$ cat src/rtl/debounce_pulse.sv
// debounce_pulse: synchronizes and debounces a raw button, emitting rise/fall pulses and a press counter.
module debounce_pulse #(
  parameter int STABLE_CYCLES = 4,
  parameter int CNT_W         = 3
) (
  input  logic       clk,
  input  logic       reset,
  input  logic       btn,
  output logic       d_out,
  output logic       rise,
  output logic       fall,
  output logic       busy,
  output logic [7:0] press_count
);
  typedef enum logic [1:0] {IDLE_LOW, CHK_HIGH, IDLE_HIGH, CHK_LOW} state_t;
  localparam logic [CNT_W-1:0] LAST = CNT_W'(STABLE_CYCLES - 1);
  localparam logic [CNT_W-1:0] ONE  = CNT_W'(1);
  state_t           state_q, state_d;
  logic             s1_q, s2_q;
  logic [CNT_W-1:0] cnt_q, cnt_d;
  logic             d_out_q, d_out_d, rise_q, rise_d, fall_q, fall_d, busy_q, busy_d;
  logic [7:0]       press_q, press_d;
  // Entering a CHK state already counts the first stable sample, hence cnt starts at 1.
  always_comb begin
    state_d = state_q;
    cnt_d   = cnt_q;
    d_out_d = d_out_q;
    rise_d  = 1'b0;
    fall_d  = 1'b0;
    press_d = press_q;
    case (state_q)
      IDLE_LOW: if (s2_q) begin
        state_d = CHK_HIGH;
        cnt_d   = ONE;
      end
      CHK_HIGH: if (!s2_q) begin
        state_d = IDLE_LOW;
        cnt_d   = '0;
      end else if (cnt_q == LAST) begin
        state_d = IDLE_HIGH;
        cnt_d   = '0;
        d_out_d = 1'b1;
        rise_d  = 1'b1;
        press_d = press_q + 8'd1;
      end else cnt_d = cnt_q + ONE;
      IDLE_HIGH: if (!s2_q) begin
        state_d = CHK_LOW;
        cnt_d   = ONE;
      end
      CHK_LOW: if (s2_q) begin
        state_d = IDLE_HIGH;
        cnt_d   = '0;
      end else if (cnt_q == LAST) begin
        state_d = IDLE_LOW;
        cnt_d   = '0;
        d_out_d = 1'b0;
        fall_d  = 1'b1;
      end else cnt_d = cnt_q + ONE;
      default: begin
        state_d = IDLE_LOW;
        cnt_d   = '0;
      end
    endcase
    busy_d = (state_d == CHK_HIGH) || (state_d == CHK_LOW);
  end
  always_ff @(posedge clk or posedge reset) begin
    if (reset) begin
      s1_q    <= 1'b0;
      s2_q    <= 1'b0;
      state_q <= IDLE_LOW;
      cnt_q   <= '0;
      d_out_q <= 1'b0;
      rise_q  <= 1'b0;
      fall_q  <= 1'b0;
      busy_q  <= 1'b0;
      press_q <= '0;
    end else begin
      s1_q    <= btn;
      s2_q    <= s1_q;
      state_q <= state_d;
      cnt_q   <= cnt_d;
      d_out_q <= d_out_d;
      rise_q  <= rise_d;
      fall_q  <= fall_d;
      busy_q  <= busy_d;
      press_q <= press_d;
    end
  end
  assign d_out       = d_out_q;
  assign rise        = rise_q;
  assign fall        = fall_q;
  assign busy        = busy_q;
  assign press_count = press_q;
endmodule

$ cat config.mk
export PLATFORM = sky130hd
export DESIGN_NAME = debounce_pulse
export DESIGN_NICKNAME = d
export VERILOG_FILES = /design/src/rtl/debounce_pulse.sv
export SDC_FILE = /design/constraint.sdc
export NUM_CORES = 1
export LEC_CHECK = 0
export BUFFER_PORTS_ARGS = -buffer_cell sky130_fd_sc_hd__buf_2
export CORE_ASPECT_RATIO = 1.5
export CORE_MARGIN = 2
export CORE_UTILIZATION = 40
export CTS_BUF_LIST = sky130_fd_sc_hd__clkbuf_4 sky130_fd_sc_hd__clkbuf_8
export DETAILED_ROUTE_END_ITERATION = 7
export GPL_TIMING_DRIVEN = 0
export PLACE_DENSITY_LB_ADDON = 0.12
export RECOVER_POWER = 100
export SKIP_LAST_GASP = 1
export SYNTH_ARGS = -nofsm -noshare
export SYNTH_HDL_FRONTEND = slang
export SYNTH_SLANG_ARGS = --single-unit
$ cat constraint.sdc
create_clock -name clk -period 2.3 [get_ports clk]
set_clock_uncertainty 0.05 [all_clocks]
set_input_delay 0.46 -clock clk [delete_from_list [all_inputs] [get_ports clk]]
set_output_delay 0.46 -clock clk [all_outputs]
set_load 0.02 [all_outputs]
# [Word-level counts from Yosys, hierarchy flattened]
# Index checks and enable logic that the tools add are counted.
# Widths: inputs -> output; s select.
[word_totals] output_inout_bits=12 inputBits=3 regBits=19
[classes] n_reduce_logical=6 n_eq_ne=12 muxes=23 addsub=2
[ops] operator="$mux 3" n=5
[ops] operator="$mux 2" n=6
[ops] operator="$ne 2x2->1 const B" n=6
[ops] operator="$pmux 3 s4" n=1
[ops] operator="$mux 1" n=9
[ops] operator="$add 8x1->8 const B" n=1
[ops] operator="$pmux 2 s4" n=1
[ops] operator="$eq 2x2->1 const B" n=3
[ops] operator="$reduce_and 5->1" n=1
[ops] operator="$eq 2x1->1 const B" n=2
[ops] operator="$add 3x1->3 const B" n=1
[ops] operator="$eq 3x2->1 const B" n=1
[ops] operator="$reduce_and 3->1" n=1
[ops] operator="$logic_not 2->1" n=1
[ops] operator="$pmux 1 s2" n=1
[ops] operator="$reduce_and 2->1" n=1
[ops] operator="$reduce_bool 2->1" n=1
[ops] operator="$logic_or 1x1->1" n=1

# [Depth between registers and ports, before layout]
# Gate-level depths: netlist (run 1).
[logic_depth] ltp_word=6 ltp_mapped=4

# [Least setup slack after synthesis (run 1)]
# OpenSTA, ideal clock, no wires.
[synth_path] path_kind="register to register" from="register cnt_q[0]" to="register press_q[1] (netlist: press_count[1])" setup_slack_ns=0.916 synth_period_minus_slack_ns=1.384 arrival_ns=1.209 n_path_buf=0 stages_incl_launch_ff=5 t_required_ns=2.125 setup_time_ns=0.125 cell_sequence="dfrtp_1 ha_1 nand3b_1 nor2_2 mux2_2"
[synth_between] elab_chain_cells=2
[synth_rtl] element="from (decl)" line_no="20" text="logic [CNT_W-1:0] cnt_q, cnt_d;"
[synth_rtl] element="from (signal assigned)" line_no="81" text="cnt_q <= cnt_d;"
[synth_rtl] element="$eq 3x2->1" line_no="39" text="end else if (cnt_q == LAST) begin"
[synth_rtl] element="$reduce_and 3->1 (no line)"
[synth_rtl] element="to (signal assigned)" line_no="86" text="press_q <= press_d;"
[synth_rtl] element="to (decl)" line_no="22" text="logic [7:0] press_q, press_d;"
# No other way between the ends.
# A chain may end at the register's enable or synchronous reset.

# [Worst setup path after layout (run 1)]
# Ends and elaborated chain as after synthesis.

==> results of run 1 <==
## routing by layer
layer	wire, um	track usage [%]
met2	675	19.87
met1	578	16.63
met3	49	2.256
met4	29	8.571
met5	0	0
## power groups by stage
stage / Combinational [mW] / Clock [mW] / Sequential (mW)
2_1_floorplan: 0.155 / 0 / 0.479
3_3_place_gp: 0.248 / 0 / 0.450
3_5_place_dp: 0.251 / 0 / 0.451
4_1_cts: 0.254 / 0.173 / 0.445
5_1_grt: 0.271 / 0.186 / 0.455
6_report: 0.237 / 0.167 / 0.445
## state kept, by name, indices dropped and copies added (netlist names)
name,flops
press_count,8
busy,1
cnt_q,3
fall,1
rise,1
state_q,2
s1_q,1
d_out,1
s2_q,1
## cells by family after synthesis
logic type	Yosys count
multiplexers	1
AO/OA/AOI/OAI	7
XOR/XNOR	9
buffers and inverters	4
flip-flops	19
AND/OR/NAND/NOR	25
adder cells (fa/ha/maj)	2
## stage by stage
stage          util, %  power [mW]
6_report         46.46      0.8492
5_1_grt          46.46      0.9126
4_1_cts          47.41      0.8713
3_5_place_dp     46.01      0.7015
3_3_place_gp     46.01      0.6980
2_1_floorplan        -      0.6337
## how the worst max path moves through the flow
stage	from	end	slack (ns)	cells past startpoint
finish	cnt_q[0]	press_count[1]	0.67	4
global route	cnt_q[0]	press_count[1]	0.56	4
CTS	cnt_q[0]	press_count[1]	0.72	4
detailed placement	cnt_q[0]	press_count[1]	0.75	4
global placement	cnt_q[0]	press_count[1]	0.76	4
floorplan	cnt_q[0]	press_count[1]	0.92	4
## final cells by class
cell class | instances | area (um^2) | area share, %
plain buffers | 2 | 11.26 | 1.226
repair buffers | 14 | 55.05 | 5.995
clock inverters | 1 | 5.005 | 0.5450
clock buffers | 3 | 22.52 | 2.452
flip-flops and latches | 19 | 475.5 | 51.77
inverters | 2 | 7.507 | 0.8174
well taps | 22 | 27.53 | 2.997
multi-input cells | 44 | 314.1 | 34.20
## Yosys cell counts, drive strengths merged
library cell | number | area, um^2
xor2 | 5 | 43.79
and4bb | 1 | 12.51
nor2b | 2 | 12.51
and3 | 1 | 6.260
nor3b | 3 | 22.52
ha | 2 | 25.02
a21o | 1 | 7.510
nand2 | 2 | 7.510
nor3 | 2 | 10.01
xnor2 | 4 | 35.03
o21a | 2 | 15.01
nand3 | 3 | 15.01
o21ai | 3 | 15.01
a21oi | 1 | 5.000
nand4b | 1 | 8.760
nor2 | 4 | 17.52
and4 | 1 | 8.760
buf | 2 | 12.51
and3b | 2 | 17.52
dfrtp | 19 | 475.5
nand2b | 1 | 6.260
nand4 | 1 | 6.260
inv | 2 | 7.510
nand3b | 1 | 7.510
mux2 | 1 | 11.26
==> run metrics, run 1 <==
grt total ovfl=0; post-CTS setup buffer count=0; vias in the first global route=499; part of the cycle the worst path needs=71.08%; filler instances=201; Fmax=611.7 MHz; commonest non-fill, non-tap cell in the layout=dfrtp_1; Net Sw Power=just under 0.3 mW; clock buffer depth=2; Slew Viols, Final=0; die span in y=59.18 um; Post-CTS Hold Buffers=0; Hold Violations, Final=0; post-synthesis compound-gate area fraction=5.239%; Combinational Power Share=27.9%; total iterations of the first detailed-routing run=3; Routed Antenna Nets=0; routed vias=about 540; Crit-path slowest cell=dfrtp_1; post-synthesis net count=72; post-synthesis average cell area=12.12 um^2; endpoint type of the worst setup path=flop; Critical R2R Capture=press_count[1]; die area=between 2000 and 2500 um^2; CP Data Arrival Time=1.78 ns; Leakage=approximately 0.45 nW; Root Buffer=clkbuf_4; Layout Cells excl Fill=approximately 110; IO Pins=15; fin area=just over 900 um^2; status=complete, no violations; Yosys reg bits=19; worst hold slack=0.2046 ns; setup_tns=0 ns; post_cts resized=0; final worst-path setup slack=0.6653 ns; input/output buffers=14; Int Pwr=0.5539 mW; critical path buffer and inverter count=0; Sink Count=19; WL final=between 1000 and 1500 um; CTS tree=yes; Sw Share=34.77%; CTS clk-pin slew, worst paths=0.11 ns; floorplan row count=20; nets=91; share of cells above drive strength 1=9.412%; Setup crit start kind=flop; max_slew headroom=53.00%; Hold Path Class=primary input to async pin; largest family of logic cells by synthesized area=simple AND/OR/NAND/NOR gates; Power Dens Cells=924.6 nW/um^2; crit-path leading delay family=simple AND/OR/NAND/NOR gates; Starting DRT DRC Count=5; Reg2Reg Depth=4; setup slack, reg-to-reg=around 0.67 ns; Area after DPL=909.6 um^2; RePlAce Congestion=0.7004; die width=40.79 um; dpl hpwl=around 930 um; Synth warnings=0; Tmin final=between 1.5 and 2 ns; via-per-instance ratio=a little over 5; diode count=0; Max Cap Viol=0; largest net degree at the start of global routing=20; synthesized cell area=812.0 um^2; worst path required time=2.44 ns; simple-gate area share of the yosys netlist=19.57%; Worst Path Class, Setup=flop to flop; drc violations=0; global-route wire length before repair=2173 um; Inst Count DP=103; WL/cell=approximately 12 um; final setup violation count=0; H-tree depth=1; RSZ-0062 raised after global routing=no; Setup Slack @ Placement=0.7479 ns; Post-Synth Adder-Cell Area=3.082%; reg2reg start=cnt_q[0]; Flop pwr share=52.4%; Placeable Area=1977 um^2; starting density of the core=41.08%; Syn Inst Count=67; CP peak stage delay=0.38 ns; area grow syn2layout=13.10%; leading cell types in the layout, fill and taps excluded=dfrtp_1 (19), clkbuf_1 (13), xor2_1 (5); gr usage total=13.24%; initial antenna violation count=0; Least-Margin Pin Slew=~0.7 ns; Clk pwr share=19.6%; CTS Buf Count=3; worst skew pair latency=0.29 ns; Peak VDD IR=approximately 0.46 mV; post-synthesis xor/xnor area fraction=9.707%; post-synth cell types=27; post-synthesis sequential area ratio=roughly three fifths; post-synthesis mux area share=1.387%; Cell Chain, Critical Path=ha_1, nand3b_1, nor2_1, mux2_2; crit-path max FO=6
(Power assumes the default switching activity.)
==> run 2: changes to the inputs <==
==> constraint.sdc (replaced) <==
create_clock -name clk -period 1.48 [get_ports clk]
set_clock_uncertainty 0.05 [all_clocks]
set_input_delay 0.296 -clock clk [delete_from_list [all_inputs] [get_ports clk]]
set_output_delay 0.296 -clock clk [all_outputs]
set_load 0.02 [all_outputs]
==> run 2 against run 1 <==
  * Power rose by 66%
  * Routed wire length rose by 2.7%
  * Die area did not move
  * Combinational power rose by 88%
  * Sequential power rose by 58%
  * Critical path type unchanged
  * Critical endpoint unchanged
  * Largest cell class unchanged
  * Largest power group unchanged
==> run metrics, run 2 (synthesis gave the netlist of run 1 again) <==
status=complete, no violations; worst path required time=1.62 ns (-0.82 ns); Root Buffer=clkbuf_4; crit-path max FO=8 (+2); Starting DRT DRC Count=3 (-2); Crit-path slowest cell=dfrtp_1; leading cell types in the layout, fill and taps excluded=dfrtp_1 (19), buf_2 (15), xor2_1 (5); via-per-instance ratio=4.963 (-2.2%); Peak VDD IR=0.7277 mV (+58%); CTS Buf Count=3 (unchanged); Placeable Area=1977 um^2 (unchanged); Hold Path Class=primary input to async pin; Hold Violations, Final=0 (unchanged); Slew Viols, Final=0 (unchanged); commonest non-fill, non-tap cell in the layout=dfrtp_1; diode count=0 (unchanged); Setup crit start kind=flop; Routed Antenna Nets=0 (unchanged); Largest register FFs=8 (unchanged); Worst Path Class, Setup=flop to flop; drc violations=0 (unchanged); setup_tns=0 ns (unchanged); max_slew headroom=52.90% (-0.095 points); starting density of the core=41.08% (unchanged); Leakage=0.5055 nW (+14%); CTS clk-pin slew, worst paths=0.11 ns (about the same); Power Dens Cells=1426 nW/um^2 (+54%); Least-Margin Pin Slew=0.7057 ns (+0.001429 ns); CP peak stage delay=0.37 ns (about the same); Fmax=704.6 MHz (+15%); filler instances=186 (-7.5%); dpl hpwl=931 um (unchanged); WL/cell=12.56 um (+0.82%); gr usage total=13.31% (+0.073 points); die area=2414 um^2 (unchanged); CP Data Arrival Time=1.56 ns (-0.22 ns); RePlAce Congestion=0.7004 (unchanged); share of cells above drive strength 1=32.18% (+23 points); nets=93 (+2.2%); H-tree depth=1 (unchanged); vias in the first global route=506 (+1.4%); RSZ-0062 raised after global routing=yes; input/output buffers=14 (unchanged); part of the cycle the worst path needs=95.90% (+25 points); worst skew pair latency=0.29 ns (about the same); grt total ovfl=0 (unchanged); Max Cap Viol=0 (unchanged); Util after Layout=49.87% (+3.4 points); global-route wire length before repair=2180 um (+0.32%); largest net degree at the start of global routing=20 (unchanged); Cell Chain, Critical Path=buf_2, nand2b_2, nor2_4, mux2_2; area grow syn2layout=21.42%; floorplan row count=20 (unchanged); die span in y=59.18 um (unchanged); routed vias=541 (-0.37%); Reg area=475.5 um^2 (unchanged); initial antenna violation count=0 (unchanged); multi-input logic area=346.6 um^2 (+10%); Sink Count=19 (unchanged); Tmin final=1.419 ns (-0.2155 ns); Tot Pwr=1.406 mW (+66%); final setup violation count=0 (unchanged); WL final=1369 um (+2.7%); CTS tree=yes; endpoint type of the worst setup path=flop; die width=40.79 um (unchanged); total iterations of the first detailed-routing run=2 (-1); clock buffer depth=2 (unchanged); IO Pins=15 (unchanged)
run 2: cell count changes in the layout (fill, tap and decap cells not counted), moves of 2 or more:
cell / change
nor3_1: -2
clkbuf_1: -13
nor3_2: +2
buf_2: +13
run 2: what timing repair did:
action                     4_1_cts  5_1_grt
gates resized for setup          0        7
hold buffers                     0        0
pin swaps                        0        2
setup endpoints to repair        1        4
setup buffers                    1        1
run 2: report_power, final:
part / internal [mW] / switching, mW
Combinational: 0.204 / 0.242
Clock: 0.100 / 0.158
Sequential: 0.614 / 0.0877
Total: 0.919 / 0.487
run 2: stage by stage:
| stage | hold WS [ns] | setup slack [ns] | std cells | cell area, um^2 |
|---|---|---|---|---|
| global route | 0.02978 | -0.01564 | 109 | 985.9 |
| detailed placement | 0.2926 | -0.07210 | 103 | 909.6 |
| CTS | 0.04274 | 0.02003 | 108 | 944.7 |
| floorplan | 0.1971 | 0.09587 | 67 | 812.0 |
| finish | 0.04391 | 0.06075 | 109 | 985.9 |
| global placement | 0.2827 | -0.06089 | 103 | 909.6 |
run 2: final timing paths:
path / slack [ns] / to / cells after the start / start
setup / recovery: 0.06 / press_count[1] / 4 / state_q[1]
max in group asynchronous: 0.89 / fall / 2 / reset
hold reg to reg: 0.31 / s2_q / 0 / s1_q
setup reg to reg: 0.06 / press_count[1] / 4 / state_q[1]
min in group clk: 0.05 / s1_q / 1 / btn
hold / removal: 0.04 / s1_q / 2 / reset
run 2: final cells by class:
| cell class | count | area share [%] |
|---|---|---|
| flip-flops and latches | 19 | 48.22 |
| multi-input cells | 44 | 35.15 |
| repair buffers | 16 | 9.010 |
| well taps | 22 | 2.792 |
| clock buffers | 3 | 2.284 |
| plain buffers | 2 | 1.269 |
| inverters | 2 | 0.7614 |
| clock inverters | 1 | 0.5076 |
run 2: layer usage:
| layer | vias up | share of wire [%] | GRT usage (%) |
|---|---|---|---|
| li1 | 274 | - | - |
| met5 | - | 0 | 0 |
| met2 | 9 | 55 | 20.54 |
| met1 | 256 | 40 | 16.14 |
| met4 | 0 | 1.2 | 8.571 |
| met3 | 2 | 3.0 | 2.256 |
run 2: critical path: cells and delay by family (launching register included):
kind / cells / cell delay [ns]
multiplexers: 1 / 0.34
AND/OR/NAND/NOR: 2 / 0.40
flip-flops: 1 / 0.37
buffers and inverters: 1 / 0.16
